`src/rtl/icache_tag_ctrl.sv`:
```
// icache_tag_ctrl: owns the per-way icache tag/valid RAMs and serves lookups,
// refills, single-line invalidates and invalidate-all sweeps. After reset the
// controller clears every valid bit before it accepts any request.
//   Latency: LOOKUP responds 1 cycle after accept; REFILL/INV_LINE after 1
//   (DONE cycle); INV_ALL after LINE+1 cycles.
//   Backpressure: req_ready only in IDLE; req_* are ignored otherwise.
// Ports:
//   clk, rst          - clock, asynchronous active-high reset
//   req_valid/ready   - request handshake; req_op/req_addr/req_way payload
//   rsp_valid/hit/way - one-cycle completion pulse with lookup result
//   ram_*             - shared index, per-way write strobes, write data
//   ram_back          - registered RAM read, {tag, valid} per way

module icache_tag_ctrl #(
  parameter  int LINE  = 128,
  parameter  int WAYS  = 2,
  parameter  int OFF_W = 5,
  localparam int IDX_W = $clog2(LINE),
  localparam int WAY_W = (WAYS > 1) ? $clog2(WAYS) : 1
) (
  input  logic               clk,
  input  logic               rst,
  input  logic               req_valid,
  output logic               req_ready,
  input  logic [1:0]         req_op,
  input  logic [31:0]        req_addr,
  input  logic [WAY_W-1:0]   req_way,
  output logic               rsp_valid,
  output logic               rsp_hit,
  output logic [WAY_W-1:0]   rsp_way,
  output logic               ram_en,
  output logic [IDX_W-1:0]   ram_index,
  output logic [WAYS-1:0]    ram_tagwen,
  output logic [WAYS-1:0]    ram_valwen,
  output logic [19:0]        ram_wtag,
  output logic               ram_wvalid,
  input  logic [21*WAYS-1:0] ram_back
);

  localparam logic [2:0] ST_INIT   = 3'd0;
  localparam logic [2:0] ST_IDLE   = 3'd1;
  localparam logic [2:0] ST_LOOKUP = 3'd2;
  localparam logic [2:0] ST_DONE   = 3'd3;
  localparam logic [2:0] ST_SWEEP  = 3'd4;

  localparam logic [1:0] OP_LOOKUP   = 2'd0;
  localparam logic [1:0] OP_REFILL   = 2'd1;
  localparam logic [1:0] OP_INV_LINE = 2'd2;
  localparam logic [1:0] OP_INV_ALL  = 2'd3;

  localparam logic [IDX_W-1:0] LAST_IDX = IDX_W'(LINE - 1);

  logic [2:0]       state_q, state_d;
  logic [IDX_W-1:0] cnt_q, cnt_d;
  logic [IDX_W-1:0] idx_q, idx_d;
  logic [19:0]      tag_q, tag_d;

  logic             accept;
  logic [IDX_W-1:0] req_idx;
  logic [19:0]      req_tag;
  logic [WAYS-1:0]  way_sel;
  logic [WAYS-1:0]  way_hit;
  logic             hit_any;
  logic [WAY_W-1:0] hit_way;
  logic             unused_addr;

  assign req_idx     = req_addr[IDX_W+OFF_W-1:OFF_W];
  assign req_tag     = req_addr[31:12];
  // Byte-offset bits never matter to the tag array.
  assign unused_addr = ^req_addr[OFF_W-1:0];

  assign req_ready = (state_q == ST_IDLE);
  assign accept    = req_valid & req_ready;

  // One-hot target way; an out-of-range req_way selects nothing so the op
  // still completes without touching the arrays.
  always_comb begin
    way_sel = '0;
    for (int w = 0; w < WAYS; w++) begin
      if (int'(req_way) == w) way_sel[w] = 1'b1;
    end
  end

  // Tag compare against the registered read; lowest hitting way wins.
  always_comb begin
    way_hit = '0;
    hit_any = 1'b0;
    hit_way = '0;
    for (int w = 0; w < WAYS; w++) begin
      way_hit[w] = ram_back[21*w] & (ram_back[21*w+1 +: 20] == tag_q);
    end
    for (int w = WAYS - 1; w >= 0; w--) begin
      if (way_hit[w]) begin
        hit_any = 1'b1;
        hit_way = WAY_W'(w);
      end
    end
  end

  // Response outputs are pure decodes of state, so async reset clears them
  // immediately.
  always_comb begin
    rsp_valid = 1'b0;
    rsp_hit   = 1'b0;
    rsp_way   = '0;
    if (state_q == ST_LOOKUP) begin
      rsp_valid = 1'b1;
      rsp_hit   = hit_any;
      rsp_way   = hit_way;
    end else if (state_q == ST_DONE) begin
      rsp_valid = 1'b1;
    end
  end

  // RAM drive. In IDLE the index follows req_addr so the RAM samples it at
  // the accept edge; refill/invalidate writes also land on that edge.
  always_comb begin
    ram_en     = 1'b1;
    ram_index  = idx_q;
    ram_tagwen = '0;
    ram_valwen = '0;
    ram_wtag   = '0;
    ram_wvalid = 1'b0;
    case (state_q)
      ST_INIT, ST_SWEEP: begin
        ram_index  = cnt_q;
        ram_valwen = '1;
      end
      ST_IDLE: begin
        ram_index = req_idx;
        if (accept && req_op == OP_REFILL) begin
          ram_tagwen = way_sel;
          ram_valwen = way_sel;
          ram_wtag   = req_tag;
          ram_wvalid = 1'b1;
        end else if (accept && req_op == OP_INV_LINE) begin
          ram_valwen = way_sel;
        end
      end
      default: begin
      end
    endcase
  end

  always_comb begin
    state_d = state_q;
    cnt_d   = cnt_q;
    idx_d   = idx_q;
    tag_d   = tag_q;
    case (state_q)
      ST_INIT, ST_SWEEP: begin
        if (cnt_q == LAST_IDX) begin
          cnt_d   = '0;
          state_d = (state_q == ST_INIT) ? ST_IDLE : ST_DONE;
        end else begin
          cnt_d = cnt_q + 1'b1;
        end
      end
      ST_IDLE: begin
        if (accept) begin
          idx_d = req_idx;
          case (req_op)
            OP_LOOKUP: begin
              tag_d   = req_tag;
              state_d = ST_LOOKUP;
            end
            OP_INV_ALL: state_d = ST_SWEEP;
            default:    state_d = ST_DONE;
          endcase
        end
      end
      ST_LOOKUP: state_d = ST_IDLE;
      ST_DONE:   state_d = ST_IDLE;
      default:   state_d = ST_INIT;
    endcase
  end

  always_ff @(posedge clk or posedge rst) begin
    if (rst) begin
      state_q <= ST_INIT;
      cnt_q   <= '0;
      idx_q   <= '0;
      tag_q   <= '0;
    end else begin
      state_q <= state_d;
      cnt_q   <= cnt_d;
      idx_q   <= idx_d;
      tag_q   <= tag_d;
    end
  end

endmodule

```
`config.mk`:
```
export PLATFORM = sky130hd
export DESIGN_NAME = icache_tag_ctrl
export DESIGN_NICKNAME = d
export VERILOG_FILES = /design/src/rtl/icache_tag_ctrl.sv
export SDC_FILE = /design/constraint.sdc
export NUM_CORES = 1
export LEC_CHECK = 0
export ABC_AREA = 1
export BUFFER_PORTS_ARGS = -buffer_cell sky130_fd_sc_hd__clkbuf_2
export CAP_MARGIN = 20
export CORE_MARGIN = 2
export CORE_UTILIZATION = 52
export CTS_CLUSTER_SIZE = 30
export DETAILED_ROUTE_END_ITERATION = 16
export GPL_TIMING_DRIVEN = 0
export PLACE_DENSITY = 0.86
export SYNTH_ARGS = -nofsm -noshare
export SYNTH_HDL_FRONTEND = slang
export SYNTH_SLANG_ARGS = --single-unit
```
`constraint.sdc`:
```
create_clock -name clk -period 2 [get_ports clk]
set_input_delay 0.1 -clock clk [delete_from_list [all_inputs] [get_ports clk]]
set_output_delay 0.1 -clock clk [all_outputs]
set_load 0.005 [all_outputs]
```
==> impl_metrics.tcl, run 1 <==
set metrics [dict create \
    initial_core_util 0.541 \
    seqPwrFrac 0.491 \
    start_kind "register" \
    hold_depth 3 \
    max-slew-margin-rel 0.486 \
    fp.dieW_um 77.1 \
    yosysUniqueCellTypes 30 \
    grt_overflow 0 \
    cts_buffers 5 \
    min_to "idx_q[4]" \
    status "finished clean" \
    powerDensity_mw_per_mm2 451 \
    clkTransAtPathRegs_ns 0.07 \
    fin_nets 618 \
    cts_root_buffer "clkbuf_8" \
    worstSkewPairLatency_ns 0.29 \
    synthCells 414 \
    diodes 0 \
    multi_input_area_mm2 0.00143 \
    swShare 0.257 \
    vdd_drop_max_mv 0.417 \
    p_sw_uw 409 \
    dr_total_vias 2855 \
    cp_max_fo 10 \
    fillers 483 \
    skew_ns 0.00661 \
    routed_wl_mm 6.76 \
    fp.dieH_um 77.1 \
    cp-end-kind "output port" \
    dr.pass1.iters 4 \
    grt_start_max_net_pins 38 \
    syn-num-nets 500 \
    min_from "req_addr[9]" \
    numClockSinks 37 \
    finalCritPeriodShare 0.886 \
    grt_pass1_wl_mm 11.3 \
    path_cells "nor2_4, inv_2, buf_2, nor2_1, a21oi_1, o21ai_0, clkbuf_2" \
    final_core_util 0.687 \
    grt_use_total 0.232 \
    area_delta_synth_final_pct 26.9 \
    antenna_left 0 \
    slowest_delay_ns 0.45 \
    period_needed_ns 1.77 \
    cts_resized 0 \
    pre_cts_ws_ns 0.555 \
    worstHoldPathType "in2reg" \
    num_rows 26 \
    first_global_vias 2659 \
    worst_slack_ns 0.229 \
    syn_avg_cell_area_um2 6.72 \
    worstMarginPinSlew_ns 0.770 \
    rsz0062_at_grt "false" \
    routed_via_density 4.73 \
    yosys_warnings 0 \
    drive_gt1_frac 0.319 \
    layout.area.seq_um2 926 \
    htreeDepth 2 \
    core_area_mm2 0.00514 \
    intPower_uw 1180 \
    leakage_uw 0.00214 \
    setup_tns_ns 0 \
    drt_iter0_markers 112 \
    rr_worst_depth 7 \
    p_comb_frac 0.152 \
    cp_top_family "flip-flops" \
    drc 0 \
    cts_tree "done" \
    final_common_cell "nand2_1" \
    holdWs_ns 0.0535 \
    post_drt_wl_per_cell_um 11.2 \
    p_clk_frac 0.357 \
    final_max_slew_viol_count 0 \
    drv_cap 0 \
    finalHoldViolCount 0 \
    cp_slowest_cell "dfrtp_1" \
    cp.required_ns 1.90 \
    place_hpwl_mm 5.60 \
    r2r_end "tag_q[12]" \
    setup_viol 0 \
    r2r_setup_slack_ns 0.61 \
    cp.arrival_ns 1.67 \
    clock.fmax_mhz 565 \
    dieArea_mm2 0.00595 \
    ys_ff_latch 37 \
    syn_area_mm2 0.00278 \
    io_pins 117 \
    routabilityCongestion 0.862 \
    critPathKind "reg2out" \
    portBuffers 110 \
    cp_num_buf_inv 3 \
    r2r_start "state_q[2]" \
    antenna_found_initial 0 \
    final_cell_mix "126 x nand2_1, 110 x clkbuf_2, 84 x inv_1" \
    cts.path.max_buffers 2 \
    synth.yosys.seq_area_share 0.333 \
]
worst max-delay path by stage:
stage	from	endpoint	slack, ns	depth (start not counted)
final	state_q[0]	ram_index[0]	0.23	7
after global routing	state_q[0]	ram_index[0]	0.08	7
after CTS	state_q[0]	ram_index[0]	0.22	7
after detailed placement	state_q[0]	ram_index[0]	0.55	7
after global placement	state_q[0]	ram_index[0]	0.56	7
after floorplan	state_q[2]	tag_q[5]	0.76	7
synth_stat cells:
| cell type | instances | area share |
|---|---|---|
| buf_4 | 1 | 0.0027 |
| dfrtp_1 | 37 | 0.33 |
| or2_2 | 1 | 0.0023 |
| nand4_1 | 1 | 0.0023 |
| nand2_2 | 1 | 0.0023 |
| conb_1 | 1 | 0.0013 |
| a211oi_1 | 1 | 0.0027 |
| a31oi_1 | 1 | 0.0023 |
| nand2_4 | 2 | 0.0081 |
| o21ai_2 | 27 | 0.085 |
| inv_2 | 5 | 0.0067 |
| o21ai_1 | 1 | 0.0018 |
| nand2_1 | 126 | 0.17 |
| o21ai_0 | 23 | 0.041 |
| a22oi_1 | 1 | 0.0027 |
| xnor2_1 | 1 | 0.0031 |
| nor2_4 | 3 | 0.012 |
| o211ai_1 | 1 | 0.0027 |
| xor2_1 | 5 | 0.016 |
| nor2_8 | 1 | 0.0072 |
| a21oi_1 | 3 | 0.0054 |
| nor3b_2 | 1 | 0.0045 |
| inv_1 | 85 | 0.11 |
| ha_1 | 6 | 0.027 |
| nand3_4 | 1 | 0.0063 |
| o221ai_1 | 5 | 0.016 |
| buf_6 | 7 | 0.028 |
| buf_2 | 1 | 0.0018 |
| nor2_1 | 58 | 0.078 |
| nand3_1 | 7 | 0.013 |
per-layer routing:
layer | routed length [µm] | track usage
met1 | 2940 | 0.290
met2 | 3380 | 0.421
met3 | 410 | 0.0435
met4 | 30 | 0.0357
met5 | 0 | 0
power by group through the flow:
stage	Sequential [µW]	Clock [µW]	Combinational [µW]
after floorplan	792	0	133
after global placement	795	0	235
after detailed placement	796	0	242
after CTS	781	583	245
after global routing	784	621	279
final	782	569	243
cells by family (layout without fill, tap and decap cells):
family | after synthesis | count (layout) | share of synthesized area
XOR/XNOR | 6 | 6 | 0.0189
flip-flops | 37 | 37 | 0.333
AO/OA/AOI/OAI | 63 | 63 | 0.160
other | 1 | 1 | 0.00135
adder cells (fa/ha/maj) | 6 | 6 | 0.0270
AND/OR/NAND/NOR | 202 | 202 | 0.306
buffers and inverters | 99 | 218 | 0.154
worst register-to-register path, stage by stage (launching register included):
cell and delay [ns]:
dfrtp_1 0.44, inv_2 0.10, nand3_4 0.16, nor2_8 0.19, nand2_4 0.10, buf_6 0.15, nand2_1 0.08, o21ai_2 0.06
metrics by stage:
stage	area, µm²	cells	power, µW
2_1_floorplan	2780	414	925
3_3_place_gp	3420	594	1030
3_5_place_dp	3420	594	1040
4_1_cts	3530	603	1610
5_1_grt	3530	603	1680
6_report	3530	603	1590
state kept, by name, summed over array words and instances, names as in the netlist:
name and count:
state_q 3, tag_q 20, cnt_q 7, idx_q 7
cell type report:
class	count	area share
inverter	90	0.0957
timing repair buffer	111	0.159
clock inverter	1	0.00142
buffer	9	0.0259
sequential	37	0.262
tap	70	0.0248
clock buffer	7	0.0273
multi-input combinational	278	0.404
repair_timing:
| item | in CTS | in global routing |
|---|---|---|
| endpoints found under the hold margin | 37 | 0 |
| buffers inserted | 0 | 0 |
| hold buffers | 1 | 0 |
No activity file was read; power rests on OpenSTA's default activity.
==> run 2: changes to the inputs <==
--- a/config.mk
+++ b/config.mk
@@ -13,7 +13,8 @@
 export CTS_CLUSTER_SIZE = 30
 export DETAILED_ROUTE_END_ITERATION = 16
 export GPL_TIMING_DRIVEN = 0
-export PLACE_DENSITY = 0.86
+export PLACE_DENSITY_LB_ADDON = 0.08
+export RECOVER_POWER = 25
 export SYNTH_ARGS = -nofsm -noshare
 export SYNTH_HDL_FRONTEND = slang
 export SYNTH_SLANG_ARGS = --single-unit
==> run 2 against run 1 <==
Core utilization up 0.27 points. Final cell count unchanged. Design area up 0.39%. Register-to-register slack worse by 0.02 ns. Die area unchanged. Worst setup slack worse by 0.0057 ns. Critical path depth unchanged. Fmax down 0.32%. Total power up 6.2%. First-iteration DRC count down 1.8%. Critical path type unchanged. Largest cell class unchanged.
==> impl_metrics.tcl, run 2 (same netlist as run 1, synthesis figures left out) <==
set metrics [dict create \
    rsz0062_at_grt "false" \
    start_kind "register" \
    leakage_uw 0.00214 \
    wl_met3_um 364 \
    cts_tree "done" \
    cp_slowest_cell "dfrtp_1" \
    dieArea_mm2 0.00595 \
    setup_viol 0 \
    routabilityCongestion 0.854 \
    cp_top_family "flip-flops" \
    swShare 0.264 \
    routed_via_density 4.62 \
    cts_buffers 5 \
    met1_length_mm 2.95 \
    io_pins 117 \
    grt_use_total 0.234 \
    clkTransAtPathRegs_ns 0.08 \
    p_clk_frac 0.397 \
    cts_root_buffer "clkbuf_8" \
    num_rows 26 \
    dr_total_vias 2786 \
    max-slew-margin-rel 0.0340 \
    r2r_end "cnt_q[6]" \
    setup_tns_ns 0 \
    critPathKind "reg2out" \
    critPathLaunch "state_q[0]" \
    status "finished clean" \
    instances_no_fill 603 \
    r2r_setup_slack_ns 0.59 \
    wl_met2_mm 3.31 \
    worstSkewPairLatency_ns 0.29 \
    fp.dieH_um 77.1 \
    vdd_drop_max_mv 0.316 \
    drt_iter0_markers 110 \
    finalCritPeriodShare 0.889 \
    area_delta_synth_final_pct 27.4 \
    worstMarginPinSlew_ns 1.45 \
    cts_resized 0 \
    cp-end-kind "output port" \
    grt_pass1_wl_mm 11.4 \
    dr.pass1.iters 4 \
    period_needed_ns 1.78 \
    intPower_uw 1250 \
    slowest_delay_ns 0.45 \
    cp_num_buf_inv 3 \
    grt_overflow 0 \
    fp.dieW_um 77.1 \
    path_cells "nor2_4, inv_2, buf_2, nor2_1, a21oi_1, o21ai_0, clkbuf_2" \
    first_global_vias 2653 \
    antenna_left 0 \
    largest_reg_flops 20 \
    rr_worst_depth 5 \
    r2r_start "state_q[0]" \
    numClockSinks 37 \
    finalHoldViolCount 0 \
    fillers 487 \
    final_common_cell "nand2_1" \
    initial_core_util 0.541 \
    diodes 0 \
    routed_wl_mm 6.67 \
    final_cell_mix "126 x nand2_1, 110 x clkbuf_2, 85 x inv_1" \
    cp.arrival_ns 1.68 \
    crit_path_end "ram_index[0]" \
    powerDensity_mw_per_mm2 477 \
    crit_cells 7 \
    drive_gt1_frac 0.317 \
    p_sw_uw 446 \
    portBuffers 110 \
    place_hpwl_mm 5.43 \
    top_layer "met4" \
    cp.required_ns 1.90 \
    cts.path.max_buffers 2 \
    top_regs "tag_q (20), cnt_q (7), idx_q (7)" \
    skew_ns 0.00818 \
    final_max_slew_viol_count 0 \
    core_area_mm2 0.00514 \
    cp_max_fo 10 \
    seqPwrFrac 0.461 \
    antenna_found_initial 0 \
    worstHoldPathType "in2reg" \
    post_drt_wl_per_cell_um 11.1 \
    layout.area.seq_um2 926 \
    dp.cells 594 \
    cts_setup_buffers 0 \
    drv_cap 0 \
    multi_input_area_mm2 0.00143 \
    htreeDepth 2 \
    drc 0 \
    top_register "tag_q" \
    fin_nets 618 \
    p_comb_frac 0.141 \
    clock.fmax_mhz 563 \
    grt_start_max_net_pins 38 \
]
run 2: cell count changes in the layout (fill, tap and decap cells not counted):
cell | before | now
inv_1 | 84 | 85
clkinv_4 | 0 | 1
clkinvlp_4 | 0 | 1
inv_2 | 6 | 5
bufinv_16 | 0 | 1
clkbuf_8 | 7 | 5
clkinv_2 | 1 | 0
run 2: metal layers:
metal	up-vias	global-route usage
li1	1479	-
met1	1220	0.292
met2	81	0.425
met3	6	0.0388
met4	0	0.0429
met5	-	0
run 2: how the worst min path moves through the flow:
stage | startpoint | end | slack [ns] | cells past startpoint
floorplan | req_way | ram_tagwen[0] | 0.23 | 1
detailed placement | rst | state_q[2] | 0.28 | 2
global placement | req_addr[11] | idx_q[6] | 0.35 | 3
CTS | req_addr[11] | idx_q[6] | 0.04 | 3
finish | req_addr[11] | idx_q[6] | 0.04 | 3
global route | req_addr[16] | tag_q[4] | 0.03 | 3
run 2: final cells by class:
cell class | count | area share
Multi-Input combinational cell | 278 | 0.402
Sequential cell | 37 | 0.261
Timing Repair Buffer | 111 | 0.158
Inverter | 90 | 0.0953
Buffer | 9 | 0.0258
Tap cell | 70 | 0.0247
Clock buffer | 5 | 0.0194
Clock inverter | 3 | 0.0131
run 2: metrics by stage:
| stage | hold WS [ns] | setup WS (ns) | cell area [µm²] | total power (µW) | utilization |
|---|---|---|---|---|---|
| floorplan | 0.231 | 0.761 | 2780 | 925 | - |
| global placement | 0.346 | 0.541 | 3420 | 1030 | 0.665 |
| detailed placement | 0.279 | 0.545 | 3420 | 1040 | 0.665 |
| CTS | 0.0376 | 0.213 | 3540 | 1700 | 0.690 |
| global route | 0.0350 | 0.0918 | 3540 | 1770 | 0.690 |
| finish | 0.0383 | 0.223 | 3540 | 1690 | 0.690 |
run 2: power by group through the flow:
| stage | clock network, µW | registers [µW] | logic (µW) |
|---|---|---|---|
| final | 672 | 781 | 239 |
| after detailed placement | 0 | 796 | 240 |
| after CTS | 677 | 781 | 242 |
| after floorplan | 0 | 792 | 133 |
| after global routing | 714 | 784 | 277 |
| after global placement | 0 | 795 | 235 |
run 2: worst reg2reg max path, stage by stage (launching register included):
cell	delay (ns)
dfrtp_1	0.45
nor2_4	0.27
inv_2	0.06
buf_2	0.19
nor2_1	0.24
nor2_1	0.09
run 2: what timing repair did:
action                                  4_1_cts  5_1_grt
endpoints found under the setup margin        0        0
hold buffers                                  1        0
endpoints found under the hold margin        37        0
